### config.mk
export PLATFORM = sky130hd
export DESIGN_NAME = buffer_read_controller_filter_multi
export DESIGN_NICKNAME = d
export VERILOG_FILES = /design/src/rtl/buffer_read_controller_filter_multi.sv
export SDC_FILE = /design/constraint.sdc
export NUM_CORES = 1
export LEC_CHECK = 0
export ABC_AREA = 0
export BUFFER_PORTS_ARGS = -buffer_cell sky130_fd_sc_hd__buf_2
export CORE_UTILIZATION = 41
export DETAILED_ROUTE_END_ITERATION = 12
export GPL_TIMING_DRIVEN = 1
export PLACE_DENSITY = 0.65
export SLEW_MARGIN = 30
export SYNTH_ARGS = -nofsm -noshare
export SYNTH_HDL_FRONTEND = slang
export SYNTH_SLANG_ARGS = --single-unit
### constraint.sdc
create_clock -name clk -period 6 [get_ports clk]
set_clock_uncertainty 0.2 [all_clocks]
set_input_delay 1.2 -clock clk [delete_from_list [all_inputs] [get_ports clk]]
set_output_delay 1.2 -clock clk [all_outputs]
set_load 0.02 [all_outputs]
### src/rtl/buffer_read_controller_filter_multi.sv
// Drains 1..MAX_FILTERS filters from the FWFT buffer into the scratchpad; pop and write happen in the same cycle (0 latency).
// stall/valid=0 hold all counters; init aborts and restarts. BUF_RD_CTRL_PERF_EN adds the stall_cycles counter.
module buffer_read_controller_filter_multi #(
  parameter int SPAD_ADDR_WIDTH = 4,
  parameter int FILTER_SIZE     = 4,
  parameter int MAX_FILTERS     = 4,
  parameter int CNT_WIDTH       = 3
) (
  input  logic                       clk,
  input  logic                       rst,
  input  logic                       init,
  input  logic [CNT_WIDTH-1:0]       num_filters,
  input  logic                       valid,
  input  logic                       stall,
  output logic                       ren_buf,
  output logic                       wen_spad,
  output logic [SPAD_ADDR_WIDTH-1:0] spad_waddr,
  output logic [CNT_WIDTH-1:0]       filter_idx,
  output logic                       valid_end,
  output logic                       busy,
`ifdef BUF_RD_CTRL_PERF_EN
  output logic [15:0]                stall_cycles,
`endif
  output logic                       done
);

  localparam int WCW = (FILTER_SIZE > 1) ? $clog2(FILTER_SIZE) : 1;
  localparam logic [WCW-1:0]             WORD_LAST = WCW'(FILTER_SIZE - 1);
  localparam logic [CNT_WIDTH-1:0]       MAXF      = CNT_WIDTH'(MAX_FILTERS);
  localparam logic [CNT_WIDTH-1:0]       ONE_F     = CNT_WIDTH'(1);
  localparam logic [WCW-1:0]             ONE_W     = WCW'(1);
  localparam logic [SPAD_ADDR_WIDTH-1:0] ONE_A     = SPAD_ADDR_WIDTH'(1);

  typedef enum logic [1:0] {IDLE, LOAD, DONE} state_t;

  state_t                     state_q;
  logic [WCW-1:0]             word_cnt_q;
  logic [CNT_WIDTH-1:0]       filter_idx_q;
  logic [CNT_WIDTH-1:0]       nf_q;
  logic [CNT_WIDTH-1:0]       nf_d;
  logic [SPAD_ADDR_WIDTH-1:0] spad_waddr_q;
  logic                       xfer;
  logic                       word_last;
  logic                       filter_last;

  always_comb begin
    nf_d = num_filters;
    if (num_filters == '0)
      nf_d = ONE_F;
    else if (num_filters > MAXF)
      nf_d = MAXF;
  end

  // init wins over a transfer so an abort never pops a word it then discards
  assign xfer        = ~rst & ~init & (state_q == LOAD) & valid & ~stall;
  assign word_last   = (word_cnt_q == WORD_LAST);
  assign filter_last = (filter_idx_q == nf_q - ONE_F);

  assign ren_buf    = xfer;
  assign wen_spad   = xfer;
  assign valid_end  = xfer & word_last;
  assign busy       = ~rst & (state_q != IDLE);
  assign done       = ~rst & (state_q == DONE);
  assign spad_waddr = spad_waddr_q;
  assign filter_idx = filter_idx_q;

  always_ff @(posedge clk) begin
    if (rst) begin
      state_q      <= IDLE;
      word_cnt_q   <= '0;
      filter_idx_q <= '0;
      spad_waddr_q <= '0;
      nf_q         <= '0;
    end else if (init) begin
      state_q      <= LOAD;
      word_cnt_q   <= '0;
      filter_idx_q <= '0;
      spad_waddr_q <= '0;
      nf_q         <= nf_d;
    end else begin
      case (state_q)
        LOAD: begin
          if (xfer) begin
            spad_waddr_q <= spad_waddr_q + ONE_A;
            if (word_last) begin
              word_cnt_q <= '0;
              // filter_idx stays on the last filter once the load completes
              if (filter_last)
                state_q <= DONE;
              else
                filter_idx_q <= filter_idx_q + ONE_F;
            end else begin
              word_cnt_q <= word_cnt_q + ONE_W;
            end
          end
        end
        DONE:    state_q <= IDLE;
        default: state_q <= IDLE;
      endcase
    end
  end

`ifdef BUF_RD_CTRL_PERF_EN
  logic [15:0] stall_cycles_q;

  always_ff @(posedge clk) begin
    if (rst || init)
      stall_cycles_q <= '0;
    else if ((state_q == LOAD) && !xfer && (stall_cycles_q != 16'hFFFF))
      stall_cycles_q <= stall_cycles_q + 16'd1;
  end

  assign stall_cycles = stall_cycles_q;
`endif

endmodule

==> impl_metrics.env, run 1 <==
export IMPL_fin_hold_ws_ns=0.285
export IMPL_place_gp_congestion=0.785
export IMPL_end_kind="output port"
export IMPL_viasPerCell=4.93
export IMPL_slew_viol_final=0
export IMPL_cts_inserted_buffers=3
export IMPL_required_ns=4.60
export IMPL_layout_nets=107
export IMPL_fp_dieW_um=43.7
export IMPL_syn_cell_area_um2=714
export IMPL_numClockSinks=14
export IMPL_leakagePower_uw=0.000384
export IMPL_dp_hpwl_um=931
export IMPL_p_int_uw=139
export IMPL_htree_levels=1
export IMPL_ios=20
export IMPL_wl_um=1170
export IMPL_drive_gt1_share_pct=29.8
export IMPL_synth_warnings=0
export IMPL_initial_core_util_pct=45.8
export IMPL_worst_pin_slew_ns=0.420
export IMPL_rsz0062_at_grt="false"
export IMPL_clk_latency_ns=0.28
export IMPL_critPathLaunchType="input pin"
export IMPL_min_path_type="reg2reg"
export IMPL_num_vias=542
export IMPL_drc_errors=3
export IMPL_syn_nets=87
export IMPL_num_rows=14
export IMPL_ys_seq_area_share_pct=39.2
export IMPL_hold_viol_final=0
export IMPL_cp_max_fo=9
export IMPL_cap_violations=0
export IMPL_max_freq_mhz=277
export IMPL_tritoncts="built"
export IMPL_io_buffers=19
export IMPL_dieArea_um2=1910
export IMPL_grt_pass1_vias=460
export IMPL_sequentialPowerShare_pct=53.6
export IMPL_setup_viol=0
export IMPL_grt_use_total_pct=13.5
export IMPL_clockPowerShare_pct=36.8
export IMPL_syn_instance_count=75
export IMPL_p_sw_share_pct=22.3
export IMPL_antenna_left=0
export IMPL_hold_buffers=0
export IMPL_syn_area_per_cell_um2=9.53
export IMPL_peakVddDrop_mv=0.141
export IMPL_die_h_um=43.7
export IMPL_crit_type="in2out"
export IMPL_tns_ns=0
export IMPL_gr_total_overflow=0
export IMPL_p_sw_uw=39.9
export IMPL_status="finished with violations"
export IMPL_power_uw=179
export IMPL_failed_checks="DRC"
export IMPL_fillers=147
export IMPL_core_um2=1560
export IMPL_cts_repair_resized=0
export IMPL_drt_iter0_drc=3
export IMPL_clockRootBuffer="clkbuf_4"
export IMPL_diodes=0
export IMPL_min_period_over_period_pct=60.2
export IMPL_avgRoutedWirePerCell_um=10.7
export IMPL_period_needed_ns=3.61
export IMPL_p_per_area_nw_per_um2=212
export IMPL_post_cts_buffers=0
export IMPL_ys_ff_latch=14
export IMPL_clk_path_buf_depth=2
export IMPL_crit_arrival_ns=2.21
export IMPL_antenna_found_initial=0
export IMPL_yosysUniqueCellTypes=24
export IMPL_clkTransAtPathRegs_ns=0.08
export IMPL_syn2layout_area_growth_pct=18.0
export IMPL_dr_pass1_iters=7
export IMPL_slew_headroom_pct=72.0
export IMPL_grt_pass1_wl_um=1860
export IMPL_grt_max_degree=11
export IMPL_p_comb_share_pct=9.6
-- worst paths after layout --
check                                 end  slack (ns)                  from  cells past startpoint
setup / recovery                valid_end        2.39                 stall                      5
hold / removal       nf_q[1]$_SDFFE_PP0P_        0.28  nf_q[1]$_SDFFE_PP0P_                      2
setup reg to reg  state_q[0]$_SDFFE_PP0P_        4.03  nf_q[0]$_SDFFE_PP0P_                      6
hold reg to reg      nf_q[1]$_SDFFE_PP0P_        0.28  nf_q[1]$_SDFFE_PP0P_                      2
-- worst max-delay path, stage by stage --
cell and delay [ns]:
buf_2 0.10, and4bb_1 0.53, nand2_1 0.16, inv_1 0.07, buf_2 0.16
-- routing by layer --
metal	GRT usage, %	part of all wire (%)	vias to the layer above
li1	-	-	286
met3	7.50	5.9	0
met5	0	0	-
met2	22.1	46	16
met4	3.75	0	0
met1	15.0	49	240
-- cell usage in the layout, fill, tap and decap left out, types with 3 or more instances in the layout --
cell type / Yosys / final
buf_2: 0 / 19
dfxtp_1: 14 / 14
nor2_1: 13 / 13
inv_1: 7 / 7
mux2i_1: 5 / 5
a21oi_1: 4 / 4
ha_1: 4 / 4
nand2_1: 3 / 3
xnor2_1: 3 / 3
xor2_1: 3 / 3
clkbuf_4: 0 / 3
-- through the flow --
stage | cell area, um^2 | setup WS [ns] | cells | util, %
CTS | 843 | 2.39 | 110 | 54.1
global route | 843 | 2.31 | 110 | 54.1
finish | 843 | 2.39 | 110 | 54.1
detailed placement | 807 | 2.39 | 106 | 51.8
global placement | 807 | 2.40 | 106 | 51.8
floorplan | 714 | 2.16 | 75 | -
-- kinds of logic (layout without fill, tap and decap cells) --
logic type / count (synthesis) / after routing / share of synthesized area, %
AOI/OAI and AO/OA: 8 / 8 / 9.46
xor gates and xnor gates: 7 / 7 / 10.9
adders and majority gates: 4 / 4 / 7.01
buffers and inverters: 11 / 30 / 6.83
DFF: 14 / 14 / 39.2
muxes: 5 / 5 / 7.01
and+or+nand+nor: 26 / 26 / 19.6
-- power by group through the flow --
| stage | logic [uW] | clock network, uW | registers (uW) |
|---|---|---|---|
| floorplan | 12.6 | 0 | 97.9 |
| CTS | 17.2 | 69.3 | 95.9 |
| finish | 17.1 | 65.8 | 95.9 |
| global placement | 16.9 | 0 | 98.1 |
| global route | 18.9 | 72.6 | 96.2 |
| detailed placement | 17.1 | 0 | 98.1 |
-- synth_stat cells (all sizes together) --
cell type	instances	share of area, %
dfxtp	14	39
xnor2	3	3.7
nor2	13	6.8
nor2b	1	0.88
nor3	2	1.4
or3	1	0.88
nand4	1	0.88
a211oi	1	1.1
mux2i	5	7.0
xor2	3	3.7
nand3b	1	1.1
o311ai	2	4.9
xor3	1	3.5
ha	4	7.0
buf	2	2.1
a21oi	4	2.8
nand2	3	1.6
clkbuf	2	1.1
nor3b	1	2.6
inv	7	3.7
or2	2	1.8
and4bb	1	1.8
o21ai	1	0.70
-- cell type report --
type | count | area [um^2] | share of cell area [%]
multi-input combinational | 50 | 385 | 45.7
sequential | 14 | 280 | 33.2
inverter | 7 | 26.3 | 3.12
clock buffer | 4 | 36.3 | 4.30
timing repair buffer | 19 | 95.1 | 11.3
tap | 16 | 20.0 | 2.37
-- flip-flops by register name, summed over array words and instances (netlist names) --
name / count
filter_idx: 3
word_cnt_q: 2
spad_waddr: 4
nf_q: 3
state_q: 2
Note: power is estimated with default switching activity, not from simulation.
==> run 2, diff against run 1 <==
--- a/config.mk
+++ b/config.mk
@@ -10,7 +10,7 @@
 export CORE_UTILIZATION = 41
 export DETAILED_ROUTE_END_ITERATION = 12
 export GPL_TIMING_DRIVEN = 1
-export PLACE_DENSITY = 0.65
+export PLACE_DENSITY = 0.68
 export SLEW_MARGIN = 30
 export SYNTH_ARGS = -nofsm -noshare
 export SYNTH_HDL_FRONTEND = slang
==> constraint.sdc (replaced) <==
create_clock -name clk -period 3.1 [get_ports clk]
set_clock_uncertainty 0.2 [all_clocks]
set_input_delay 0.62 -clock clk [delete_from_list [all_inputs] [get_ports clk]]
set_output_delay 0.62 -clock clk [all_outputs]
set_load 0.02 [all_outputs]
==> impl_metrics.env, run 2 (synthesis gave the netlist of run 1 again) <==
export IMPL_hold_viol_final=0
export IMPL_clk_latency_ns=0.28
export IMPL_cts_inserted_buffers=3
export IMPL_grt_max_degree=11
export IMPL_drive_gt1_share_pct=29.8
export IMPL_core_um2=1560
export IMPL_p_sw_share_pct=22.2
export IMPL_cp_max_fo=9
export IMPL_p_comb_share_pct=9.5
export IMPL_wl_um=1140
export IMPL_gr_total_overflow=0
export IMPL_grt_busiest_layer="met2"
export IMPL_p_per_area_nw_per_um2=410
export IMPL_antenna_found_initial=0
export IMPL_dp_slack_ns=0.638
export IMPL_clkTransAtPathRegs_ns=0.08
export IMPL_period_needed_ns=2.46
export IMPL_p_sw_uw=76.9
export IMPL_fin_hold_ws_ns=0.267
export IMPL_worst_pin_slew_ns=0.440
export IMPL_grt_met1_usage_pct=16.6
export IMPL_cts_repair_resized=0
export IMPL_numClockSinks=14
export IMPL_power_uw=346
export IMPL_io_buffers=19
export IMPL_status="finished with violations"
export IMPL_failed_checks="DRC"
export IMPL_fillers=151
export IMPL_leakagePower_uw=0.000384
export IMPL_rsz0062_at_grt="false"
export IMPL_dr_pass1_iters=8
export IMPL_num_vias=549
export IMPL_fin_area_um2=843
export IMPL_avgRoutedWirePerCell_um=10.3
export IMPL_grtUsageMet2_pct=21.8
export IMPL_crit_type="in2out"
export IMPL_tns_ns=0
export IMPL_min_period_over_period_pct=79.2
export IMPL_register_area_um2=280
export IMPL_max_stage_delay_ns=0.54
export IMPL_grt_pass1_wl_um=1950
export IMPL_viasPerCell=4.99
export IMPL_antenna_left=0
export IMPL_layout_common_cells="buf_2, dfxtp_1, nor2_1, inv_1, mux2i_1"
export IMPL_critPathLaunchType="input pin"
export IMPL_drt_iter0_drc=6
export IMPL_slowest_stage="and4bb_1"
export IMPL_initial_core_util_pct=45.8
export IMPL_hold_buffers=0
export IMPL_diodes=0
export IMPL_htree_levels=1
export IMPL_hold_depth=2
export IMPL_grt_use_total_pct=13.9
export IMPL_crit_arrival_ns=1.64
export IMPL_min_path_type="reg2reg"
export IMPL_fp_dieW_um=43.7
export IMPL_multiInputGateArea_um2=385
export IMPL_cpMostUsedCell="buf_2"
export IMPL_largest_reg_flops=4
export IMPL_num_rows=14
export IMPL_place_gp_congestion=0.771
export IMPL_setup_viol=0
export IMPL_final_common_cell="buf_2"
export IMPL_slew_headroom_pct=70.7
export IMPL_end_kind="output port"
export IMPL_fin_ws_ns=0.645
export IMPL_dp_hpwl_um=906
export IMPL_ios=20
export IMPL_met3_usage_pct=6.25
export IMPL_die_h_um=43.7
export IMPL_layout_nets=107
export IMPL_crit_path_cell_trace="buf_2, and4bb_1, nand2_1, inv_1, buf_2"
export IMPL_rr_worst_depth=6
export IMPL_sequentialPowerShare_pct=53.6
export IMPL_postPlaceCellArea_um2=807
export IMPL_slew_viol_final=0
export IMPL_dieArea_um2=1910
export IMPL_drc_errors=2
export IMPL_max_freq_mhz=407
export IMPL_peakVddDrop_mv=0.284
export IMPL_tritoncts="built"
export IMPL_p_int_uw=269
export IMPL_grt_pass1_vias=488
export IMPL_required_ns=2.28
export IMPL_clk_path_buf_depth=2
export IMPL_clockRootBuffer="clkbuf_4"
export IMPL_clockPowerShare_pct=36.9
export IMPL_post_cts_buffers=0
export IMPL_cap_violations=0
export IMPL_syn2layout_area_growth_pct=18.0
==> run 2: critical path, delay by kind of cell <==
kind	cells	cell delay (ns)
buf+inv	3	0.32
simple gates	2	0.70
==> run 2: routing by layer <==
| layer | wire, um | share of wire, % |
|---|---|---|
| met4 | 14 | 1.2 |
| met1 | 547 | 48 |
| met2 | 505 | 44 |
| met3 | 70 | 6.2 |
| met5 | 0 | 0 |
==> run 2: worst paths after layout <==
kind | startpoint | slack [ns] | to
setup reg to reg | nf_q[0]$_SDFFE_PP0P_ | 1.14 | state_q[0]$_SDFFE_PP0P_
hold / removal | nf_q[1]$_SDFFE_PP0P_ | 0.27 | nf_q[1]$_SDFFE_PP0P_
hold reg to reg | nf_q[1]$_SDFFE_PP0P_ | 0.27 | nf_q[1]$_SDFFE_PP0P_
setup / recovery | stall | 0.64 | valid_end
==> run 2: final cells by class <==
class                   count  share of cell area [%]
multi-input cells          50                    45.7
flip-flops and latches     14                    33.2
repair buffers             19                    11.3
clock buffers               4                    4.30
inverters                   7                    3.12
well taps                  16                    2.37
==> run 2: stage by stage <==
stage,utilization (%),std cells
after floorplan,-,75
after global placement,51.8,106
after detailed placement,51.8,106
after CTS,54.1,110
after global routing,54.1,110
final,54.1,110
==> run 2: power groups by stage <==
stage / registers (uW) / clock network [uW] / logic [uW]
after floorplan: 190 / 0 / 24.3
after global placement: 190 / 0 / 32.5
after detailed placement: 190 / 0 / 33.5
after CTS: 186 / 131 / 33.5
after global routing: 186 / 144 / 36.6
final: 185 / 128 / 32.7
==> run 3, diff against run 2 <==
--- a/config.mk
+++ b/config.mk
@@ -10,7 +10,7 @@
 export CORE_UTILIZATION = 41
 export DETAILED_ROUTE_END_ITERATION = 12
 export GPL_TIMING_DRIVEN = 1
-export PLACE_DENSITY = 0.68
+export PLACE_DENSITY = 0.65
 export SLEW_MARGIN = 30
 export SYNTH_ARGS = -nofsm -noshare
 export SYNTH_HDL_FRONTEND = slang
==> constraint.sdc (replaced) <==
create_clock -name clk -period 2.3 [get_ports clk]
set_clock_uncertainty 0.2 [all_clocks]
set_input_delay 0.46 -clock clk [delete_from_list [all_inputs] [get_ports clk]]
set_output_delay 0.46 -clock clk [all_outputs]
set_load 0.02 [all_outputs]
==> impl_metrics.env, run 3 (synthesis gave the netlist of run 1 again) <==
export IMPL_status="finished with violations"
export IMPL_failed_checks="DRC"
export IMPL_p_int_uw=364
export IMPL_postPlaceCellArea_um2=825
export IMPL_p_sw_share_pct=22.6
export IMPL_setup_viol=0
export IMPL_syn2layout_area_growth_pct=20.5
export IMPL_ios=20
export IMPL_end_kind="output port"
export IMPL_p_sw_uw=106
export IMPL_sequentialPowerShare_pct=53.2
export IMPL_clk_path_buf_depth=2
export IMPL_diodes=0
export IMPL_max_stage_delay_ns=0.36
export IMPL_initial_core_util_pct=45.8
export IMPL_hold_buffers=0
export IMPL_num_vias=543
export IMPL_clk_latency_ns=0.27
export IMPL_min_path_type="in2reg"
export IMPL_reg2reg_from="nf_q[0]$_SDFFE_PP0P_"
export IMPL_tns_ns=0
export IMPL_cts_inserted_buffers=3
export IMPL_p_per_area_nw_per_um2=546
export IMPL_clockRootBuffer="clkbuf_4"
export IMPL_dieArea_um2=1910
export IMPL_peakVddDrop_mv=0.488
export IMPL_io_buffers=19
export IMPL_dr_pass1_iters=7
export IMPL_leakagePower_uw=0.000394
export IMPL_min_period_over_period_pct=88.8
export IMPL_viasPerCell=4.85
export IMPL_tritoncts="built"
export IMPL_cap_violations=0
export IMPL_avgRoutedWirePerCell_um=10.7
export IMPL_crit_path_start="word_cnt_q[0]$_SDFFE_PP0P_"
export IMPL_period_needed_ns=2.04
export IMPL_fin_ws_ns=0.257
export IMPL_htree_levels=1
export IMPL_clockPowerShare_pct=36.9
export IMPL_slowest_stage="dfxtp_1"
export IMPL_fin_area_um2=861
export IMPL_num_rows=14
export IMPL_slew_viol_final=0
export IMPL_post_cts_buffers=0
export IMPL_drive_gt1_share_pct=32.3
export IMPL_antenna_left=0
export IMPL_gr_total_overflow=0
export IMPL_largest_reg_flops=4
export IMPL_p_comb_share_pct=9.9
export IMPL_crit_path_cell_trace="ha_1, nor3b_4, nand2_1, inv_1, buf_2"
export IMPL_grt_use_total_pct=15.5
export IMPL_worst_pin_slew_ns=0.340
export IMPL_grt_pass1_vias=507
export IMPL_rsz0062_at_grt="false"
export IMPL_cts_repair_resized=0
export IMPL_slew_headroom_pct=77.1
export IMPL_layout_common_cells="buf_2, dfxtp_1, nor2_1, inv_1, mux2i_1"
export IMPL_dp_slack_ns=0.318
export IMPL_drt_iter0_drc=6
export IMPL_die_h_um=43.7
export IMPL_wl_um=1200
export IMPL_drc_errors=4
export IMPL_clkTransAtPathRegs_ns=0.08
export IMPL_antenna_found_initial=0
export IMPL_crit_type="reg2out"
export IMPL_grt_max_degree=11
export IMPL_crit_arrival_ns=1.38
export IMPL_core_um2=1560
export IMPL_fp_dieW_um=43.7
export IMPL_grt_pass1_wl_um=2130
export IMPL_final_common_cell="buf_2"
export IMPL_cp_max_fo=3
export IMPL_place_gp_congestion=0.750
export IMPL_min_from="num_filters[2]"
export IMPL_critPathLaunchType="register"
export IMPL_required_ns=1.64
export IMPL_max_freq_mhz=489
export IMPL_layout_nets=109
export IMPL_hold_viol_final=0
export IMPL_dp_hpwl_um=936
export IMPL_numClockSinks=14
==> run 3: cell types whose count changed in the layout (fill, tap and decap cells not counted) <==
cell / before / now
buf_4: 0 / 2
nor2b_1: 1 / 0
nor2b_2: 0 / 1
==> run 3: final cells by class <==
| type | instances | area (um^2) |
|---|---|---|
| fillers | 153 | 698 |
| repair buffers | 21 | 110 |
| clock buffers | 4 | 36.3 |
| inverters | 7 | 26.3 |
| flip-flops and latches | 14 | 280 |
| multi-input cells | 50 | 388 |
| well taps | 16 | 20.0 |
==> run 3: final timing paths <==
kind / end / slack [ns] / cells past startpoint
max: valid_end / 0.26 / 5
min: nf_q[2]$_SDFFE_PP0P_ / 0.25 / 3
max reg2reg: state_q[0]$_SDFFE_PP0P_ / 0.30 / 6
min reg2reg: nf_q[1]$_SDFFE_PP0P_ / 0.28 / 2
==> run 3: worst max-delay path, delay by kind of cell, from the launching register on <==
kind                       cells  cell delay, ns
DFF                            1            0.36
buffers and inverters          2            0.22
adders and majority gates      1            0.17
and+or+nand+nor                2            0.35
==> run 3: metal layers <==
| layer | routed length (um) | GRT usage (%) | vias up |
|---|---|---|---|
| li1 | - | - | 291 |
| met4 | 9 | 11.3 | 0 |
| met2 | 532 | 24.2 | 13 |
| met1 | 599 | 19.2 | 237 |
| met3 | 54 | 2.50 | 2 |
| met5 | 0 | 0 | - |
==> run 3: metrics by stage <==
| stage | utilization [%] | total power, uW | instances | hold WS (ns) |
|---|---|---|---|---|
| 4_1_cts | 55.2 | 478 | 112 | 0.240 |
| 6_report | 55.2 | 470 | 112 | 0.253 |
| 2_1_floorplan | - | 289 | 75 | 0.239 |
| 5_1_grt | 55.2 | 495 | 112 | 0.265 |
| 3_5_place_dp | 52.9 | 303 | 108 | 0.265 |
| 3_3_place_gp | 52.9 | 302 | 108 | 0.253 |
==> run 3: power groups by stage <==
stage	logic (uW)	registers [uW]	clock network, uW
after detailed placement	46.9	256	0
final	46.4	250	174
after CTS	47.1	250	181
after floorplan	33.0	255	0
after global placement	46.4	256	0
after global routing	52.5	251	192
